==> src/rtl/uart_tx_param_if.sv <==
// uart_tx_param_if: valid/ready handshake carrying payload words into the UART transmitter
interface uart_tx_param_if #(
    parameter int DATA_BITS = 8
);
    logic                 tx_valid;
    logic [DATA_BITS-1:0] tx_data;
    logic                 tx_ready;

    modport master (output tx_valid, output tx_data, input tx_ready);
    modport slave  (input tx_valid, input tx_data, output tx_ready);
endinterface

==> src/rtl/uart_tx_param.sv <==
// uart_tx_param: parametrised UART transmitter fed by a small handshake FIFO, frames sent back to back
module uart_tx_param #(
    parameter int CLKS_PER_BIT = 5208,
    parameter int DATA_BITS    = 8,
    parameter int PARITY       = 0,
    parameter int STOP_BITS    = 1,
    parameter int FIFO_DEPTH   = 4
) (
    input  logic                          clk,
    input  logic                          rst,
    uart_tx_param_if.slave                tx,
    output logic                          txd,
    output logic                          busy,
    output logic [$clog2(FIFO_DEPTH):0]   fifo_count
);
    localparam int AW = $clog2(FIFO_DEPTH);
    localparam int CW = AW + 1;
    localparam int BW = $clog2(CLKS_PER_BIT);
    localparam int NW = $clog2(DATA_BITS + 1);

    if (CLKS_PER_BIT < 2 || DATA_BITS < 5 || DATA_BITS > 9 || PARITY < 0 || PARITY > 2 ||
        STOP_BITS < 1 || STOP_BITS > 2 || FIFO_DEPTH < 2 || (1 << AW) != FIFO_DEPTH) begin : g_bad_param
        $error("uart_tx_param: illegal parameter combination");
    end

    typedef enum logic [2:0] {IDLE, START, DATA, PAR, STOP} state_t;

    state_t               state;
    logic [DATA_BITS-1:0] mem [FIFO_DEPTH];
    logic [AW-1:0]        wr_ptr;
    logic [AW-1:0]        rd_ptr;
    logic [DATA_BITS-1:0] head;
    logic [DATA_BITS-1:0] shreg;
    logic [BW-1:0]        baud;
    logic [NW-1:0]        bit_cnt;
    logic                 par;
    logic                 push;
    logic                 pop;
    logic                 bit_end;
    logic                 last_stop;

    assign tx.tx_ready = fifo_count != CW'(FIFO_DEPTH);
    assign push        = tx.tx_valid && tx.tx_ready;
    assign head        = mem[rd_ptr];
    assign bit_end     = baud == BW'(CLKS_PER_BIT - 1);
    assign last_stop   = state == STOP && bit_end && bit_cnt == NW'(STOP_BITS - 1);
    assign pop         = fifo_count != '0 && (state == IDLE || last_stop);

    // FIFO storage captures tx_data only on an accepted push
    always_ff @(posedge clk) begin
        if (push) mem[wr_ptr] <= tx.tx_data;
    end

    // FIFO pointers wrap naturally at the power-of-two depth; push and pop together keep the count
    always_ff @(posedge clk or negedge rst) begin
        if (!rst) begin
            wr_ptr     <= '0;
            rd_ptr     <= '0;
            fifo_count <= '0;
        end else begin
            if (push) wr_ptr <= wr_ptr + AW'(1);
            if (pop) rd_ptr <= rd_ptr + AW'(1);
            fifo_count <= fifo_count + CW'(push) - CW'(pop);
        end
    end

    // Frame sequencer: txd and busy are registered and change together with the state
    always_ff @(posedge clk or negedge rst) begin
        if (!rst) begin
            state   <= IDLE;
            txd     <= 1'b1;
            busy    <= 1'b0;
            baud    <= '0;
            bit_cnt <= '0;
            shreg   <= '0;
            par     <= 1'b0;
        end else begin
            baud <= (bit_end || state == IDLE) ? '0 : baud + BW'(1);
            if (pop) begin
                shreg <= head;
                par   <= (^head) ^ (PARITY == 1);
                state <= START;
                txd   <= 1'b0;
                busy  <= 1'b1;
            end else begin
                case (state)
                    IDLE: ;
                    START: begin
                        if (bit_end) begin
                            state   <= DATA;
                            bit_cnt <= '0;
                            txd     <= shreg[0];
                        end
                    end
                    DATA: begin
                        if (bit_end) begin
                            if (bit_cnt == NW'(DATA_BITS - 1)) begin
                                bit_cnt <= '0;
                                state   <= (PARITY != 0) ? PAR : STOP;
                                txd     <= (PARITY != 0) ? par : 1'b1;
                            end else begin
                                bit_cnt <= bit_cnt + NW'(1);
                                shreg   <= shreg >> 1;
                                txd     <= shreg[1];
                            end
                        end
                    end
                    PAR: begin
                        if (bit_end) begin
                            state   <= STOP;
                            bit_cnt <= '0;
                            txd     <= 1'b1;
                        end
                    end
                    STOP: begin
                        if (last_stop) begin
                            state <= IDLE;
                            busy  <= 1'b0;
                            txd   <= 1'b1;
                        end else if (bit_end) begin
                            bit_cnt <= bit_cnt + NW'(1);
                        end
                    end
                    default: state <= IDLE;
                endcase
            end
        end
    end
endmodule

==> src/flat_wrapper.sv <==
// flat-port wrapper written by rule: the top's interface ports become plain ports
module uart_tx_param_flat 
#(
    parameter int CLKS_PER_BIT = 5208,
    parameter int DATA_BITS    = 8,
    parameter int PARITY       = 0,
    parameter int STOP_BITS    = 1,
    parameter int FIFO_DEPTH   = 4
)
  (clk, rst, txd, busy, fifo_count, tx_tx_valid, tx_tx_data, tx_tx_ready);
  uart_tx_param_if #(.DATA_BITS(DATA_BITS)) tx_i ();
  input  logic clk;
  input  logic rst;
  output logic txd;
  output logic busy;
  output logic [$clog2(FIFO_DEPTH):0] fifo_count;
  input wire logic [$bits(tx_i.tx_valid)-1:0] tx_tx_valid;
  input wire logic [$bits(tx_i.tx_data)-1:0] tx_tx_data;
  output wire logic [$bits(tx_i.tx_ready)-1:0] tx_tx_ready;
  assign tx_i.tx_valid = tx_tx_valid;
  assign tx_i.tx_data = tx_tx_data;
  assign tx_tx_ready = tx_i.tx_ready;
  uart_tx_param #(.CLKS_PER_BIT(CLKS_PER_BIT), .DATA_BITS(DATA_BITS), .PARITY(PARITY), .STOP_BITS(STOP_BITS), .FIFO_DEPTH(FIFO_DEPTH)) u_core (.clk(clk), .rst(rst), .tx(tx_i), .txd(txd), .busy(busy), .fifo_count(fifo_count));
endmodule
==> config.mk <==
export PLATFORM = sky130hd
export DESIGN_NAME = uart_tx_param_flat
export DESIGN_NICKNAME = d
export VERILOG_FILES = /design/src/rtl/uart_tx_param_if.sv /design/src/rtl/uart_tx_param.sv /design/src/flat_wrapper.sv
export SDC_FILE = /design/constraint.sdc
export NUM_CORES = 1
export LEC_CHECK = 0
export ABC_AREA = 1
export CORE_UTILIZATION = 30
export CTS_CLUSTER_DIAMETER = 120
export DETAILED_ROUTE_END_ITERATION = 8
export PLACE_DENSITY = 0.43
export SETUP_SLACK_MARGIN = 0.05
export SYNTH_ARGS = -nofsm -noshare
export SYNTH_HDL_FRONTEND = slang
export SYNTH_SLANG_ARGS = --single-unit
==> constraint.sdc <==
create_clock -name clk -period 2.6 [get_ports clk]
set_input_delay 0.52 -clock clk [delete_from_list [all_inputs] [get_ports clk]]
set_output_delay 0.52 -clock clk [all_outputs]
set_load 0.03 [all_outputs]
==> flow_metrics.tcl <==
set metrics [dict create \
    outcome "complete, no violations" \
    syn_area_um2 3160 \
    grt_setup_unrepaired "no" \
    rows 37 \
    syn_inst 326 \
    grt_pass1_wl_um 10800 \
    reg2reg_depth 15 \
    io_buffer_count 16 \
    core_area_um2 10300 \
    worst-endpoint-required_ns 2.84 \
    diodes 0 \
    htree_levels 3 \
    clk_path_buf_depth 2 \
    finalWorstSetupSlack_ns 0.284 \
    dieWidth_um 105 \
    worst_path_max_delay_cell "dfrtp_1" \
    maxSlewHeadroom 0.415 \
    fin_cells 494 \
    timing.rr.end "u_core.fifo_count[2]$_DFF_PN0_" \
    netlist-cell-type-count 31 \
    start_util 0.308 \
    drtIter0Drc 74 \
    vias 2207 \
    setup_viol 0 \
    wl_per_cell_um 12.9 \
    fin_worst_skew_ns 0.0114 \
    synth.avg_cell_area_um2 9.70 \
    p_leak_nw 1.59 \
    hold_class "in2async" \
    grt_pass1_vias 2186 \
    grt_start_max_net_pins 38 \
    worstSetupEndpointType "register" \
    dr.pass1.iters 4 \
    place_hpwl_um 4190 \
    powerDensity_nw_per_um2 737 \
    cap_violations 0 \
    timing.hold.ws_ns 0.266 \
    cts_inserted_buffers 9 \
    clock_sinks 69 \
    r2r_slack_ns 0.28 \
    dp.cells 478 \
    postRouteAntennaNets 0 \
    finalMaxSlewViolations 0 \
    yosysWarnings 0 \
    remaining_drc_errors 0 \
    cts_tree "built" \
    final.min_clock_period_ns 2.32 \
    crit_chain "ha_1 -> nand2_1 -> inv_1 -> nand2_1 -> nor2_2 -> nand3_2 -> nand2_2 -> nand2_4 -> inv_2 -> ha_1 -> inv_1 -> ha_1 -> inv_1 -> fa_1 -> xnor2_1" \
    fin_tns_setup_ns 0 \
    synth_seq_area_share 0.597 \
    syn_nets 347 \
    rr_startpoint "u_core.baud[0]$_DFF_PN0_" \
    die_h_um 105 \
    hold_violations 0 \
    ir_drop_mv 0.280 \
    worst_pin_slew_ns 0.877 \
    finalNetCount 374 \
    place_congestion 0.711 \
    max_stage_delay_ns 0.38 \
    path_max_fanout 5 \
    ios 17 \
    syn_to_final_growth_pct 17.3 \
    clk_pin_slew_worst_paths_ns 0.09 \
    startpoint_type "register" \
    crit_type "reg2reg" \
    pre_cts_ws_ns 0.239 \
    track_usage 0.129 \
    clock-root-buffer "clkbuf_8" \
    wl_um 6370 \
    arrival_ns 2.56 \
    grt_antenna_before_repair 0 \
    die_area_um2 11000 \
    ys_seq_elements 69 \
    clock.fmax_mhz 432 \
    drive_above_1_share 0.109 \
    cts_hold_buf 0 \
    grt_overflow 0 \
    clk_latency_ns 0.36 \
    timing.final.crit_share 0.891 \
    via_per_inst 4.47 \
]
-- worst max-delay path: cells and delay by family, from the launching register on --
family | cells | cell delay [ns]
simple gates | 6 | 0.56
flops | 1 | 0.38
fa+ha+maj | 4 | 0.88
xor+xnor | 1 | 0.13
buf+inv | 4 | 0.24
-- placed cells by master, fill, tap and decap left out --
cell type	netlist	layout
buf_4	1	6
clkinv_4	0	1
buf_2	2	1
nor3b_1	3	3
nand2_1	59	59
ha_1	9	9
xnor2_1	2	2
nor2_4	2	2
a211oi_1	1	1
clkinv_1	1	1
nor2_2	3	3
clkbuf_8	0	9
xor2_1	6	6
nand3_1	16	16
nand3_2	2	2
nor3_1	7	7
clkdlybuf4s50_1	0	15
edfxtp_1	32	32
nand2_4	1	1
clkinvlp_4	0	2
inv_2	4	5
fa_1	1	1
dfrtp_1	36	36
nand2_2	2	2
bufinv_16	0	1
o21ai_0	19	19
inv_1	34	33
dfstp_2	1	1
o21ai_1	2	2
a21oi_1	8	8
or2_1	1	1
a31oi_1	5	5
nand4_1	2	2
inv_6	0	3
nor2_1	53	53
o22ai_1	8	8
-- how the worst max path moves through the flow --
stage / end / slack (ns) / startpoint
after floorplan: u_core.fifo_count[2]$_DFF_PN0_ / 0.35 / u_core.baud[0]$_DFF_PN0_
after detailed placement: u_core.fifo_count[2]$_DFF_PN0_ / 0.24 / u_core.baud[0]$_DFF_PN0_
after global placement: u_core.fifo_count[2]$_DFF_PN0_ / 0.29 / u_core.baud[0]$_DFF_PN0_
after CTS: u_core.fifo_count[2]$_DFF_PN0_ / 0.21 / u_core.baud[0]$_DFF_PN0_
final: u_core.fifo_count[2]$_DFF_PN0_ / 0.28 / u_core.baud[0]$_DFF_PN0_
after global routing: u_core.fifo_count[2]$_DFF_PN0_ / 0.07 / u_core.baud[0]$_DFF_PN0_
-- final cells by class --
class	instances	area (um^2)
clock buffer	9	124
clock inverter	7	80.1
fill	1078	6570
inverter	39	146
multi-input combinational	212	1100
sequential	69	1890
tap	136	170
timing repair buffer	22	200
-- flip-flops by register name, summed over array words and instances (netlist names) --
register	cells
u_core.mem	32
u_core.baud	13
u_core.shreg	8
u_core.bit_cnt	4
u_core.fifo_count	3
u_core.state	3
u_core.rd_ptr	2
u_core.wr_ptr	2
u_core.busy	1
u_core.txd	1
-- cell usage after synthesis (all sizes together) --
library cell	count	area, um^2
nand2	62	245
nor2	58	240
inv	38	143
dfrtp	36	901
edfxtp	32	961
o21ai	21	105
nand3	18	100
ha	9	113
a21oi	8	40.0
o22ai	8	50.1
nor3	7	35.0
xor2	6	52.6
a31oi	5	31.3
buf	3	17.5
clkbuf	3	11.3
nor3b	3	22.5
nand4	2	12.5
xnor2	2	17.5
a211oi	1	7.51
clkinv	1	3.75
dfstp	1	26.3
fa	1	20.0
or2	1	6.26
-- stage by stage --
| stage | util | power, W | area, um^2 |
|---|---|---|---|
| final | 0.361 | 0.00273 | 3710 |
| after global routing | 0.361 | 0.00289 | 3710 |
| after CTS | 0.361 | 0.00278 | 3710 |
| after detailed placement | 0.341 | 0.00185 | 3500 |
| after global placement | 0.341 | 0.00184 | 3500 |
| after floorplan | - | 0.00165 | 3160 |
-- timing repair --
action	CTS	global route
buffers inserted	0	0
endpoints found under the setup margin	0	2
resized for setup	0	1
-- metal layers --
| metal | GRT usage | wire length, um | part of all wire |
|---|---|---|---|
| met5 | 0 | 0 | 0 |
| met4 | 0.0734 | 167 | 0.026 |
| met3 | 0.0324 | 153 | 0.024 |
| met2 | 0.202 | 2900 | 0.45 |
| met1 | 0.163 | 3160 | 0.50 |
-- power by group --
part | internal (W) | switching [W] | leakage (nW) | total (W)
Clock | 0.000454 | 0.000469 | 0.0968 | 0.000924
Sequential | 0.00129 | 0.0000617 | 0.751 | 0.00136
Combinational | 0.000178 | 0.000273 | 0.741 | 0.000452
Total | 0.00193 | 0.000805 | 1.59 | 0.00273
-- cells by family (layout without fill, tap and decap cells) --
kind of cell | count (synthesis) | after routing | share of synthesized area
AO/OA/AOI/OAI | 43 | 43 | 0.0740
XOR/XNOR | 8 | 8 | 0.0222
adder cells (fa/ha/maj) | 10 | 10 | 0.0419
buffers and inverters | 45 | 77 | 0.0554
flip-flops | 69 | 69 | 0.597
AND/OR/NAND/NOR | 151 | 151 | 0.209
Note: power is estimated with default switching activity, not from simulation.
